--- src/rtl/lcd_fifo_dev.sv ---
// Write FIFO feeding an HD44780-style LCD bus: each queued byte is replayed with setup/enable/hold/wait timing.
// Optional sticky overflow status is compiled in by defining LCD_FIFO_DEV_OVF_STICKY_EN.
module lcd_fifo_dev #(
    parameter int DEPTH     = 16,
    parameter int SETUP_CYC = 2,
    parameter int E_CYC     = 12,
    parameter int HOLD_CYC  = 2,
    parameter int WAIT_CYC  = 2000,
    parameter int LONG_CYC  = 82000
) (
    input  logic        clk,
    input  logic        reset,
    input  logic [31:0] d,
    input  logic        w7,
    output logic [31:0] q,
    output logic [7:0]  lcd_db,
    output logic        lcd_e,
    output logic        lcd_rs,
    output logic        lcd_rw
);

    localparam int AW    = (DEPTH > 1) ? $clog2(DEPTH) : 1;
    localparam int CW    = AW + 1;
    localparam int MAX_A = (SETUP_CYC > E_CYC) ? SETUP_CYC : E_CYC;
    localparam int MAX_B = (HOLD_CYC > WAIT_CYC) ? HOLD_CYC : WAIT_CYC;
    localparam int MAX_C = (MAX_A > MAX_B) ? MAX_A : MAX_B;
    localparam int MAX_CYC = (MAX_C > LONG_CYC) ? MAX_C : LONG_CYC;
    localparam int TW    = (MAX_CYC > 1) ? $clog2(MAX_CYC) : 1;

    // Timer reload values: a phase of N cycles counts N-1 down to 0.
    localparam logic [TW-1:0] SETUP_LD = TW'(SETUP_CYC - 1);
    localparam logic [TW-1:0] E_LD     = TW'(E_CYC - 1);
    localparam logic [TW-1:0] HOLD_LD  = TW'(HOLD_CYC - 1);
    localparam logic [TW-1:0] WAIT_LD  = TW'(WAIT_CYC - 1);
    localparam logic [TW-1:0] LONG_LD  = TW'(LONG_CYC - 1);
    localparam logic [CW-1:0] DEPTH_C  = CW'(DEPTH);

    typedef enum logic [2:0] {
        S_IDLE,
        S_SETUP,
        S_PULSE,
        S_HOLD,
        S_WAIT
    } state_t;

    // FIFO storage and bookkeeping
    logic [8:0]    mem_q [DEPTH];
    logic [AW-1:0] wr_ptr_q, wr_ptr_d;
    logic [AW-1:0] rd_ptr_q, rd_ptr_d;
    logic [CW-1:0] count_q, count_d;

    // Transfer engine
    state_t        state_q, state_d;
    logic [TW-1:0] tmr_q, tmr_d;
    logic          rs_q, rs_d;
    logic [7:0]    db_q, db_d;
    logic          e_q, e_d;
    logic [31:0]   q_q, q_d;

    logic          pop;
    logic          wr_en;
    logic          flush;
    logic          accept;
    logic          drop;
    logic          long_cmd;
    logic          ovf;
    logic [8:0]    count9;
    logic [7:0]    count_sat;

    assign pop      = (state_q == S_IDLE) && (count_q != '0);
    assign wr_en    = w7 && !d[9];
    assign flush    = w7 && d[9];
    // A full FIFO still takes a word when the head leaves in the same cycle.
    assign accept   = wr_en && ((count_q != DEPTH_C) || pop);
    assign drop     = wr_en && !accept;
    assign long_cmd = !rs_q && ((db_q == 8'h01) || (db_q == 8'h02));

    // NOTE: every always_comb output gets a default first so no path leaves it unassigned (no latches).
    always_comb begin
        wr_ptr_d = wr_ptr_q;
        rd_ptr_d = rd_ptr_q;
        count_d  = count_q;
        if (accept) begin
            wr_ptr_d = wr_ptr_q + AW'(1);
        end
        if (pop) begin
            rd_ptr_d = rd_ptr_q + AW'(1);
        end
        count_d = count_q + CW'(accept) - CW'(pop);
        if (flush) begin
            rd_ptr_d = wr_ptr_q;
            count_d  = '0;
        end
    end

    // NOTE: the storage array has no reset; validity is tracked by the pointers and count alone.
    always_ff @(posedge clk) begin
        if (accept) begin
            mem_q[wr_ptr_q] <= d[8:0];
        end
    end

    // NOTE: sequential state uses non-blocking assignments so all registers update from pre-edge values.
    always_ff @(posedge clk or posedge reset) begin
        if (reset) begin
            wr_ptr_q <= '0;
            rd_ptr_q <= '0;
            count_q  <= '0;
        end else begin
            wr_ptr_q <= wr_ptr_d;
            rd_ptr_q <= rd_ptr_d;
            count_q  <= count_d;
        end
    end

`ifdef LCD_FIFO_DEV_OVF_STICKY_EN
    logic ovf_q, ovf_d;

    // A word dropped in the same cycle as a clear still leaves the flag set.
    always_comb begin
        ovf_d = ovf_q;
        if (w7 && d[10]) begin
            ovf_d = 1'b0;
        end
        if (drop) begin
            ovf_d = 1'b1;
        end
    end

    always_ff @(posedge clk or posedge reset) begin
        if (reset) begin
            ovf_q <= 1'b0;
        end else begin
            ovf_q <= ovf_d;
        end
    end

    assign ovf = ovf_q;

    logic unused_bits;
    assign unused_bits = ^d[31:11];
`else
    assign ovf = 1'b0;

    logic unused_bits;
    assign unused_bits = ^{d[31:10], drop};
`endif

    always_comb begin
        state_d = state_q;
        tmr_d   = tmr_q;
        rs_d    = rs_q;
        db_d    = db_q;
        case (state_q)
            S_IDLE: begin
                if (pop) begin
                    state_d      = S_SETUP;
                    tmr_d        = SETUP_LD;
                    {rs_d, db_d} = mem_q[rd_ptr_q];
                end
            end
            S_SETUP: begin
                if (tmr_q == '0) begin
                    state_d = S_PULSE;
                    tmr_d   = E_LD;
                end else begin
                    tmr_d = tmr_q - TW'(1);
                end
            end
            S_PULSE: begin
                if (tmr_q == '0) begin
                    state_d = S_HOLD;
                    tmr_d   = HOLD_LD;
                end else begin
                    tmr_d = tmr_q - TW'(1);
                end
            end
            S_HOLD: begin
                if (tmr_q == '0) begin
                    state_d = S_WAIT;
                    tmr_d   = long_cmd ? LONG_LD : WAIT_LD;
                end else begin
                    tmr_d = tmr_q - TW'(1);
                end
            end
            S_WAIT: begin
                if (tmr_q == '0) begin
                    state_d = S_IDLE;
                end else begin
                    tmr_d = tmr_q - TW'(1);
                end
            end
            default: begin
                state_d = S_IDLE;
                tmr_d   = '0;
            end
        endcase
    end

    // Enable is registered from the next state so it is glitch-free and aligned with PULSE.
    assign e_d = (state_d == S_PULSE);

    assign count9    = 9'(count_q);
    assign count_sat = count9[8] ? 8'hFF : count9[7:0];

    always_comb begin
        q_d        = '0;
        q_d[0]     = (count_q == '0);
        q_d[1]     = (count_q == DEPTH_C);
        q_d[2]     = (state_q != S_IDLE);
        q_d[3]     = ovf;
        q_d[15:8]  = count_sat;
    end

    always_ff @(posedge clk or posedge reset) begin
        if (reset) begin
            state_q <= S_IDLE;
            tmr_q   <= '0;
            rs_q    <= 1'b0;
            db_q    <= 8'h00;
            e_q     <= 1'b0;
            q_q     <= 32'h0000_0001;
        end else begin
            state_q <= state_d;
            tmr_q   <= tmr_d;
            rs_q    <= rs_d;
            db_q    <= db_d;
            e_q     <= e_d;
            q_q     <= q_d;
        end
    end

    assign q      = q_q;
    assign lcd_db = db_q;
    assign lcd_rs = rs_q;
    assign lcd_e  = e_q;
    assign lcd_rw = 1'b0;

endmodule

--- config.mk ---
export PLATFORM = sky130hd
export DESIGN_NAME = lcd_fifo_dev
export DESIGN_NICKNAME = d
export VERILOG_FILES = /design/src/rtl/lcd_fifo_dev.sv
export SDC_FILE = /design/constraint.sdc
export NUM_CORES = 1
export LEC_CHECK = 0
export CAP_MARGIN = 20
export CORE_MARGIN = 1
export CORE_UTILIZATION = 57
export DETAILED_ROUTE_END_ITERATION = 12
export PLACE_DENSITY = 0.78
export SLEW_MARGIN = 20
export SYNTH_ARGS = -nofsm -noshare
export SYNTH_HDL_FRONTEND = slang
export SYNTH_SLANG_ARGS = --single-unit
--- constraint.sdc ---
create_clock -name clk -period 4.1 [get_ports clk]
set_input_delay 0.82 -clock clk [delete_from_list [all_inputs] [get_ports clk]]
set_output_delay 0.82 -clock clk [all_outputs]
set_load 0.005 [all_outputs]
# Word-level counts from Yosys, hierarchy flattened
# Memory sizes are Yosys's and may differ from the RTL's. A register that Yosys moved wholly into a read port is not among the register bits.
# Index checks and enable logic that the tools add are counted.
# totals
ff_bits	42
mem_bits_rw	144
inputBits	35
output_inout_bits	43
wordCells	59
memories	1
# mem_list
name	depth	word_bits	rd	rd_clocked_by_memory_dff	write_ports	line	text
mem_q	16	9	1	1	1	47	logic [8:0] mem_q [DEPTH];
# op_classes
addsub	5
eq_ne	11
n_mux	18
n_reduce_logical	17
# op_table
operator	count
$mux 17	6
$pmux 17 s5	1
$logic_not 17->1	1
$sub 17x1->17 const B	1
$mux 3	5
$pmux 3 s5	1
$eq 3x2->1 const B	3
$add 4x1->4 const B	2
$eq 8x1->1 const B	1
$eq 8x2->1 const B	1
$mux 4	2
$add 5x1->5	1
$eq 5x5->1 const B	1
$logic_and 1x1->1	5
$logic_not 5->1	1
$mux 5	1
$ne 5x5->1 const B	1
$reduce_bool 5->1	1
$sub 5x1->5	1
$ne 2x2->1 const B	2
$reduce_and 2->1	2
$eq 3x1->1 const B	1
$eq 3x3->1 const B	1
$logic_not 3->1	1
5 further kinds	8

# Depth between registers and ports, before layout
# logic_depth
depth_word	7
depth_mapped	16
ltp_nobuf	16

# Worst setup path after synthesis
# No wires, ideal clock.
# synth_timing
kind	register to register
startpoint	register state_q[0]
endpoint	register count_q[4]
arrival_ps	2882
required_time_ps	3978
path_slack_ps	1096
stages_incl_launch_ff	17
path_buffers	1
path_cell_list	dfrtp_1 > clkbuf_1 > or2_1 > nor2_1 > inv_1 > a21oi_1 > inv_1 > ha_1 > inv_1 > ha_1 > inv_1 > fa_1 > inv_1 > a21oi_1 > o21bai_1 > xnor2_1 > a21oi_1
# synth_via
elab_chain_len	7
# synth_rtl
item	line	text
from (decl)	53	state_t state_q, state_d;
from (signal assigned)	224	state_q <= state_d;
$logic_not 3->1 (*)	70	assign pop = (state_q == S_IDLE) && (count_q != '0);
$logic_and 1x1->1 (*)	70	
$logic_or 1x1->1	74	assign accept = wr_en && ((count_q != DEPTH_C) || pop);
$logic_and 1x1->1	74	
$add 5x1->5	89	count_d = count_q + CW'(accept) - CW'(pop);
$sub 5x1->5 (*)	89	
$mux 5 (*)	90	if (flush) begin
net count_d[4]	50	logic [CW-1:0] count_q, count_d;
to (signal assigned)	112	count_q <= count_d;
to (decl)	50	
# The timed path passes the listed nets; every way through them passes the cells marked *.
# A chain may end at the register's enable or synchronous reset.

# Final worst setup path
# layout_timing
startpoint	register count_q[3]
endpoint	register count_q[4]
# layout_via
elab_chain_len	7
elab_cells_between_ends	8
# layout_rtl
item	line
$reduce_bool 5->1	70
$logic_and 1x1->1	70
$logic_or 1x1->1	74
$logic_and 1x1->1	74
$add 5x1->5	89
$sub 5x1->5 (*)	89
$mux 5 (*)	90
net count_d[4]	50
# Marked as above.

==> results.txt <==
Synth area leader: edfxtp_1
Hold Buf Count CTS: 0
CTS clock-pin slew for the worst setup and hold paths: 70 ps
GRT Overall Usage: 0.231
status: completed
most frequent cell after synthesis: edfxtp_1
synth cell count leaders: 144 x edfxtp_1, 50 x dfrtp_1, 36 x mux4_2
CP endpoint kind: flip-flop
antenna cells: 0
main area contributors after synthesis: edfxtp_1 51%, dfrtp_1 15%, mux4_2 9.6%, mux2i_1 2.4%, buf_4 2.2%
setup TNS: 0 ps
port buffer count: 30
Post-Syn Area: 0.00846 mm^2
DRT Pass-1 Iters: 6
Core Area: 0.0145 mm^2
first-pass GRT wire length: 25.3 mm
CTS Buffer Depth: 2
Final period util: 0.808
Setup violations, final: 0
Final Core Density: 0.649
placer congestion estimate: 0.879
Root Buffer Master: clkbuf_16
antenna violations before repair: 0
Post-synth EDFFs: 144
CP arrival: 3620 ps
leakage: 0.00345 uW
WS Path Type: flip-flop to flip-flop
crit path max fanout: 11
Peak Freq: 302 MHz
wire length per cell: 20.7 um
DP HPWL: 10.6 mm
die height: 124 um
via count: 4784
vias per cell: 6.19
CTS tree: done
grt total ovfl: 0
number of global-route vias before repair: 4747
post-route minimum period: 3310 ps
share of cells above drive strength 1: 0.153
worst slew pin tran: 992 ps
final slew viol count: 0
largest net degree at the start of global routing: 52
reg-to-reg setup timing slack: 790 ps
DP Cell Count: 743
final non-filler cell total: 773
Max-Slew Margin vs Limit: 0.333
Hold Crit Class: flip-flop to flip-flop
P&R area growth vs syn: 11.5%
Primary FF master, synth: edfxtp_1
Ports: 78
distinct cell type count of the synthesized netlist: 59
Synth Area per Inst: 15.5 um^2
Initial Utilization: 0.582
Die ar.: 0.0153 mm^2
WP data required: 4410 ps
RSZ-0062 raised after global routing: false
Clock Sinks: 195
initial DRC count: 486
Total Nets Final: 627
total CTS buffers: 17
Hold Violations, Final: 0
#FFs+latches synth: 195
Setup Buffers After CTS: 0
post-CTS resize count: 0
top cell type's share of synthesized area: 0.511
Syn Inst Count: 546
CP Launch Type: flip-flop
Post-Route WL: 16.0 mm
Synthesis Warnings: 0
Final Skew: 9.58 ps
cell row count: 44
ANT nets after route: 0
P per Cell Area: 619 mW/mm^2
H-tree Lvls: 4
Seq/Total Area, Yosys: 0.662
DR DRC count: 0
die width: 124 um
VDD IR-drop max: 0.453 mV
clock latency on the worst-skew pair: 440 ps
maxcap violations: 0
ys async rst share: 0.262
==> final cells by class <==
cell class / instances / area (um^2)
Clock buffer: 17 / 425
Fill cell: 1011 / 5100
Tap cell: 184 / 230
Clock inverter: 13 / 150
Sequential cell: 195 / 5610
Timing Repair Buffer: 43 / 398
Multi-Input combinational cell: 303 / 2560
Inverter: 18 / 68.8
==> flip-flops by register name, indices dropped and copies added, names as in the netlist <==
signal and count:
wr_ptr_q 4, state_q 3, count_q 5, q 8, rd_ptr_q 4, lcd_rs 1, tmr_q 17, lcd_db 8
mem_q 144, lcd_e 1
==> worst max-delay path: stages (launching register included) <==
cell and delay (ps):
dfrtp_1 400, inv_1 90, ha_1 180, or4b_1 520
nand2_1 370, inv_2 160, ha_1 300, inv_1 50
ha_1 160, inv_1 50, fa_1 390, inv_1 70
a21oi_1 50, o21bai_1 160, xnor2_1 150, a21oi_1 60
==> final timing paths <==
check                      startpoint  cells after the start           to
setup / recovery           count_q[3]                     15   count_q[4]
min in group asynchronous       reset                      2        q[11]
setup reg to reg           count_q[3]                     15   count_q[4]
hold reg to reg            count_q[2]                      0        q[10]
max in group asynchronous       reset                      2  rd_ptr_q[3]
hold / removal             count_q[2]                      0        q[10]
==> layout by cell type, fill, tap and decap left out, types with 12 or more instances in the layout <==
| master | count |
|---|---|
| inv_1 | 16 |
| ha_1 | 13 |
| dfrtp_1 | 47 |
| clkbuf_16 | 17 |
| nand2_1 | 23 |
| edfxtp_1 | 144 |
| nor3_1 | 12 |
| conb_1 | 25 |
| buf_4 | 13 |
| mux4_2 | 36 |
| a21oi_1 | 19 |
| clkdlybuf4s50_1 | 30 |
| mux2i_1 | 20 |
| nor2_1 | 25 |
==> per-stage QoR <==
stage	hold slack [ps]	area, um^2	total power [uW]	setup WS, ps
3_3_place_gp	395	8860	4160	764
4_1_cts	412	9430	5880	775
5_1_grt	432	9430	6140	509
6_report	420	9430	5840	789
3_5_place_dp	395	8860	4250	709
2_1_floorplan	380	8550	3770	1100
==> logic make-up (layout without fill, tap and decap cells) <==
logic type                 Yosys count  in the layout  synth area share
DFF                                195            195             0.662
and+or+nand+nor                    112            112            0.0716
AOI/OAI and AO/OA                   83             83            0.0649
buffers and inverters               72             91            0.0464
muxes                               56             56             0.119
adders and majority gates           14             14            0.0216
xor gates and xnor gates            13             13            0.0135
other                                1             25          0.000443
==> per-layer routing <==
metal / vias up / GRT usage / part of all wire
met3: 28 / 0.0490 / 0.053
met1: 2463 / 0.288 / 0.39
met5: - / 0 / 0
met4: 0 / 0.0873 / 0.021
met2: 182 / 0.398 / 0.53
li1: 2111 / - / -
==> power breakdown <==
group          internal [uW]  switching (uW)
Clock                    904             728
Sequential              2410             391
Combinational            784             629
Total                   4100            1750
Note: power is estimated with default switching activity, not from simulation.
